===== src/rtl/sevseg_pkg.sv =====
// sevseg_pkg: shared segment patterns and anode polarity helper for the seven-segment scan driver
package sevseg_pkg;

  localparam logic [6:0] SEG_OFF = 7'h7F;

  localparam logic [6:0] SEG_0 = 7'b0000001;
  localparam logic [6:0] SEG_1 = 7'b1001111;
  localparam logic [6:0] SEG_2 = 7'b0010010;
  localparam logic [6:0] SEG_3 = 7'b0000110;
  localparam logic [6:0] SEG_4 = 7'b1001100;
  localparam logic [6:0] SEG_5 = 7'b0100100;
  localparam logic [6:0] SEG_6 = 7'b0100000;
  localparam logic [6:0] SEG_7 = 7'b0001111;
  localparam logic [6:0] SEG_8 = 7'b0000000;
  localparam logic [6:0] SEG_9 = 7'b0000100;
  localparam logic [6:0] SEG_A = 7'b0001000;
  localparam logic [6:0] SEG_B = 7'b1100000;
  localparam logic [6:0] SEG_C = 7'b0110001;
  localparam logic [6:0] SEG_D = 7'b1000010;
  localparam logic [6:0] SEG_E = 7'b0110000;
  localparam logic [6:0] SEG_F = 7'b0111000;

  localparam logic [15:0][6:0] SEG_LUT = {
    SEG_F, SEG_E, SEG_D, SEG_C, SEG_B, SEG_A, SEG_9, SEG_8,
    SEG_7, SEG_6, SEG_5, SEG_4, SEG_3, SEG_2, SEG_1, SEG_0
  };

  // Logic level that turns an anode on for the given polarity.
  function automatic logic an_level(input logic active_low);
    return ~active_low;
  endfunction

endpackage


===== src/rtl/sevseg_decode.sv =====
// sevseg_decode: hex nibble to active-low a..g segment pattern
module sevseg_decode
  import sevseg_pkg::*;
(
  input  logic [3:0] nibble,
  output logic [6:0] seg
);

  assign seg = SEG_LUT[nibble];

endmodule


===== src/rtl/sevseg_scan_driver.sv =====
// sevseg_scan_driver: double-buffered, time-multiplexed seven-segment scanner with LZB, blanking and anode guard
module sevseg_scan_driver
  import sevseg_pkg::*;
#(
  parameter int NUM_DIGITS    = 8,
  parameter int REFRESH_DIV   = 100000,
  parameter int GUARD_CYCLES  = 16,
  parameter int AN_ACTIVE_LOW = 1
) (
  input  logic                    clk,
  input  logic                    reset,
  input  logic                    load,
  input  logic [4*NUM_DIGITS-1:0] digits_in,
  input  logic [NUM_DIGITS-1:0]   dp_in,
  input  logic [NUM_DIGITS-1:0]   blank_in,
  input  logic                    lzb_en,
  output logic [6:0]              ca,
  output logic                    dp,
  output logic [NUM_DIGITS-1:0]   an,
  output logic                    frame_start
);

  localparam int PW = REFRESH_DIV > 1 ? $clog2(REFRESH_DIV) : 1;
  localparam int IW = NUM_DIGITS > 2 ? $clog2(NUM_DIGITS) : 1;
  localparam logic AN_ON = an_level(AN_ACTIVE_LOW != 0);
  localparam logic [NUM_DIGITS-1:0] AN_IDLE = {NUM_DIGITS{~AN_ON}};

  logic [PW-1:0]                pre;
  logic [IW-1:0]                idx;
  logic                         tick, fupd, dark, guard, pend_valid;
  logic [NUM_DIGITS-1:0][3:0]   pend_dig, act_dig;
  logic [NUM_DIGITS-1:0]        pend_dp, pend_bl, act_dp, act_bl, lz, sel;
  logic [6:0]                   seg;

  assign tick  = pre == PW'(REFRESH_DIV - 1);
  assign fupd  = tick && idx == IW'(NUM_DIGITS - 1);
  assign guard = 32'(pre) < GUARD_CYCLES;
  assign sel   = NUM_DIGITS'(1) << idx;

  // lz[k]: nibbles k..top of the displayed value are all zero
  for (genvar k = 0; k < NUM_DIGITS; k++) begin : g_lz
    assign lz[k] = act_dig[NUM_DIGITS-1:k] == '0;
  end

  assign dark = act_bl[idx] | (lzb_en & (idx != '0) & lz[idx]);

  sevseg_decode u_dec (
    .nibble (act_dig[idx]),
    .seg    (seg)
  );

  // Slot prescaler and scanned digit index
  always_ff @(posedge clk or posedge reset) begin
    if (reset) begin
      pre <= '0;
      idx <= '0;
    end else begin
      pre <= tick ? '0 : pre + 1'b1;
      if (tick) idx <= idx == IW'(NUM_DIGITS - 1) ? '0 : idx + 1'b1;
    end
  end

  // Pending/active double buffer; a load coinciding with the frame update goes straight to active
  always_ff @(posedge clk or posedge reset) begin
    if (reset) begin
      pend_dig   <= '0;
      pend_dp    <= '0;
      pend_bl    <= '0;
      act_dig    <= '0;
      act_dp     <= '0;
      act_bl     <= '0;
      pend_valid <= 1'b0;
    end else begin
      if (load) begin
        pend_dig <= digits_in;
        pend_dp  <= dp_in;
        pend_bl  <= blank_in;
      end
      if (fupd && (load || pend_valid)) begin
        act_dig <= load ? digits_in : pend_dig;
        act_dp  <= load ? dp_in : pend_dp;
        act_bl  <= load ? blank_in : pend_bl;
      end
      pend_valid <= fupd ? 1'b0 : pend_valid | load;
    end
  end

  // Registered pin outputs so segments and anodes switch on the same edge
  always_ff @(posedge clk or posedge reset) begin
    if (reset) begin
      ca          <= SEG_OFF;
      dp          <= 1'b1;
      an          <= AN_IDLE;
      frame_start <= 1'b0;
    end else begin
      ca          <= dark ? SEG_OFF : seg;
      dp          <= dark | ~act_dp[idx];
      an          <= guard ? AN_IDLE : (AN_ON ? sel : ~sel);
      frame_start <= idx == '0 && pre == '0;
    end
  end

endmodule


===== config.mk =====
export PLATFORM = sky130hd
export DESIGN_NAME = sevseg_scan_driver
export DESIGN_NICKNAME = d
export VERILOG_FILES = /design/src/rtl/sevseg_pkg.sv /design/src/rtl/sevseg_decode.sv /design/src/rtl/sevseg_scan_driver.sv
export SDC_FILE = /design/constraint.sdc
export NUM_CORES = 1
export LEC_CHECK = 0
export ABC_CLOCK_PERIOD_IN_PS = 6100
export CORE_ASPECT_RATIO = 1.2
export CORE_UTILIZATION = 53
export DETAILED_ROUTE_END_ITERATION = 7
export PLACE_DENSITY = 0.75
export SYNTH_ARGS = -nofsm -noshare
export SYNTH_HDL_FRONTEND = slang
export SYNTH_SLANG_ARGS = --single-unit

===== constraint.sdc =====
create_clock -name clk -period 6.1 [get_ports clk]
set_input_delay 1.22 -clock clk [delete_from_list [all_inputs] [get_ports clk]]
set_output_delay 1.22 -clock clk [all_outputs]
set_load 0.1 [all_outputs]

==> metrics <==
# IOs=69; Clk pwr share=51.6%; global-route wire length before repair=18460 microns; element type at the critical path start=flip-flop; CP delay by family, top=buffers and inverters; routed wire length=10960 microns; VDD IR-drop max=0.0001788 V; sequential share of power=43.4%; hold endpoint=pend_dig[15]$_DFF_PP0_; commonest non-fill, non-tap cell in the layout=dfrtp_1; RSZ-0062 raised after global routing=no; Crit. End Element=output pin; Final Setup Violations=0; Hold WS=498.0 ps; R2R Setup Slk=2840 ps; fin crit share=53.66%; drt drc=0; antenna-violating nets left=0; Synth Instances=418; Switch Pwr=426.6 uW; IO buf count=68; Period minus WS final=3274 ps; worst hold path depth=1; DR iter-0 viols=219; Post-CTS Setup Inserts=0; # diodes=0; fin. max-slew vios=0; worst path required time=4880 ps; initial antenna violation count=0; H-tree depth=4; Pint=1.713 mW; Rel. slew slack=33.78%; CP Cell Sequence=clkdlybuf4s50_1; status=finished, final reports clean; cell area after synthesis=5958 sq um; Syn Nets=484; Die H=118.1 microns; Inserted Clock Buffers=17; Pwr Density=290.6 nW/um^2; Seq/Total Area, Yosys=56.61%; final hold violations=0; area delta synth->final=23.54%; commonest cells after routing, fill and taps aside=118 x dfrtp_1, 81 x mux2_2, 67 x clkdlybuf4s50_1; Rows=42; CTS clk-pin slew, worst paths=60 ps; largest net degree at the start of global routing=70; Yosys cell types=43; Worst R2R End=act_dig[29]$_DFFE_PP0P_; RePlAce Congestion=0.8595; Final HPWL DP=7383 microns; DR pass1 iterations=4; #FFs+latches synth=134; post-DR wirelength/cell=17.31 microns; full die area=11670 sq um; Critical Path AT=2050 ps; syn_area_per_cell=14.25 sq um; cell at the slowest stage of the critical path=clkdlybuf4s50_1; Reg2Reg Depth=5; Starting Density=54.25%; final core occ=67.02%; CP max stage delay=1120 ps; CTS max path bufs=2; CTS Hold Buffers Added=0; worst flop-to-flop path startpoint=pre[5]$_DFF_PP0_; Clock Root Buffer=clkbuf_16; max cap viols=0; nets@finish=554; Setup Skew=6.128 ps; Net Sw Frac=19.94%; ys flop type=dfrtp_1; CP Max Fanout=1; DR vias=3561; share of layout cells above drive strength 1=33.93%; Comb pwr share=4.9%; clock tree sinks=134; core area=10980 sq um; # resized after CTS=0; setup TNS=0 ps; CTS tree=done; All-Layer GR Usage=20.78%; worst hold start=pend_dig[15]$_DFF_PP0_; ys async rst share=100.0%; GRT overflow=0; Post-synth EDFFs=0; Clk Latency, worst-skew pair=410 ps; Die Wd=98.79 microns; Worst Tran Pin Value=985.8 ps; Worst Hold Class=reg2reg; f_max=305.5 MHz; Buf/Inv on CP=1; yosys warns=0; Critical Setup Path Class=reg2out; LEAKAGE=3.365 nW; vias in the first global route=3750; final setup margin=2826 ps; DP Worst Slack=2720 ps; routed vias/inst=5.626
[sequential cells by signal, summed over array words and instances (netlist names)]
name,cells
frame_start,1
ca,7
dp,1
act_dig,32
pend_dp,8
pend_bl,8
an,8
pend_dig,32
act_dp,8
pend_valid,1
act_bl,8
pre,17
idx,3
[cells by family after synthesis]
group | count (synthesis) | synth area share, %
AOI/OAI and AO/OA | 27 | 2.919
xor gates and xnor gates | 13 | 1.911
adders and majority gates | 14 | 2.940
buffers and inverters | 30 | 2.394
DFF | 134 | 56.61
muxes | 117 | 25.56
and+or+nand+nor | 83 | 7.665
[metal layers]
| layer | up-vias | wire (microns) | track usage (%) |
|---|---|---|---|
| met1 | 1804 | 4859 | 26.48 |
| met5 | - | 0 | 0 |
| met3 | 21 | 362 | 5.145 |
| met4 | 0 | 238 | 9.701 |
| li1 | 1648 | - | - |
| met2 | 88 | 5498 | 33.44 |
[stage by stage]
step                power (mW)  std cells  cell area, sq um
floorplan               0.9996        418              5958
global placement         1.048        601              6715
detailed placement       1.052        601              6715
CTS                      2.161        633              7361
global route             2.212        633              7361
finish                   2.139        633              7361
[cell type report]
class,instances,area (sq um)
Sequential cell,134,3373
Timing Repair Buffer,70,690.7
Inverter,11,43.79
Clock buffer,18,439.2
Fill cell,796,3622
Tap cell,132,165.2
Clock inverter,14,206.4
Multi-Input combinational cell,254,2442
[power by group through the flow]
stage                     combinational (mW)  clock [mW]  sequential, mW
after floorplan                       0.0580           0           0.942
after global placement                 0.105           0           0.943
after detailed placement               0.108           0           0.945
after CTS                              0.109        1.12           0.929
after global routing                   0.116        1.16           0.932
final                                  0.105        1.10           0.929
[synthesized netlist by cell type, drive strengths merged (3+ instances only)]
library cell	count	area share, %
o21ai	7	0.59
mux2	101	20
buf	13	1.3
and4	3	0.44
xor2	7	1.0
nor2	17	1.1
xnor2	6	0.88
ha	14	2.9
o211ai	5	0.63
and3	3	0.32
dfstp	16	7.1
dfrtp	118	50
mux4	12	4.5
nor2b	3	0.32
clkbuf	6	0.38
nor4	11	1.4
nand2	18	1.1
a21oi	6	0.50
inv	11	0.69
mux2i	4	0.67
nand4	3	0.32
nand3	13	1.1
nor3	3	0.25
[how the worst max path moves through the flow]
stage,from,end,slack (ps),cells past startpoint
finish,an[4]$_DFF_PP1_,an[4],2830,1
global route,pre[5]$_DFF_PP0_,act_dig[29]$_DFFE_PP0P_,2630,5
CTS,an[4]$_DFF_PP1_,an[4],2810,1
detailed placement,load,act_dig[10]$_DFFE_PP0P_,2720,5
global placement,load,act_dig[30]$_DFFE_PP0P_,2810,5
floorplan,reset,act_bl[0]$_DFFE_PP0P_,1320,1
Power figures use the tool's default switching activity.
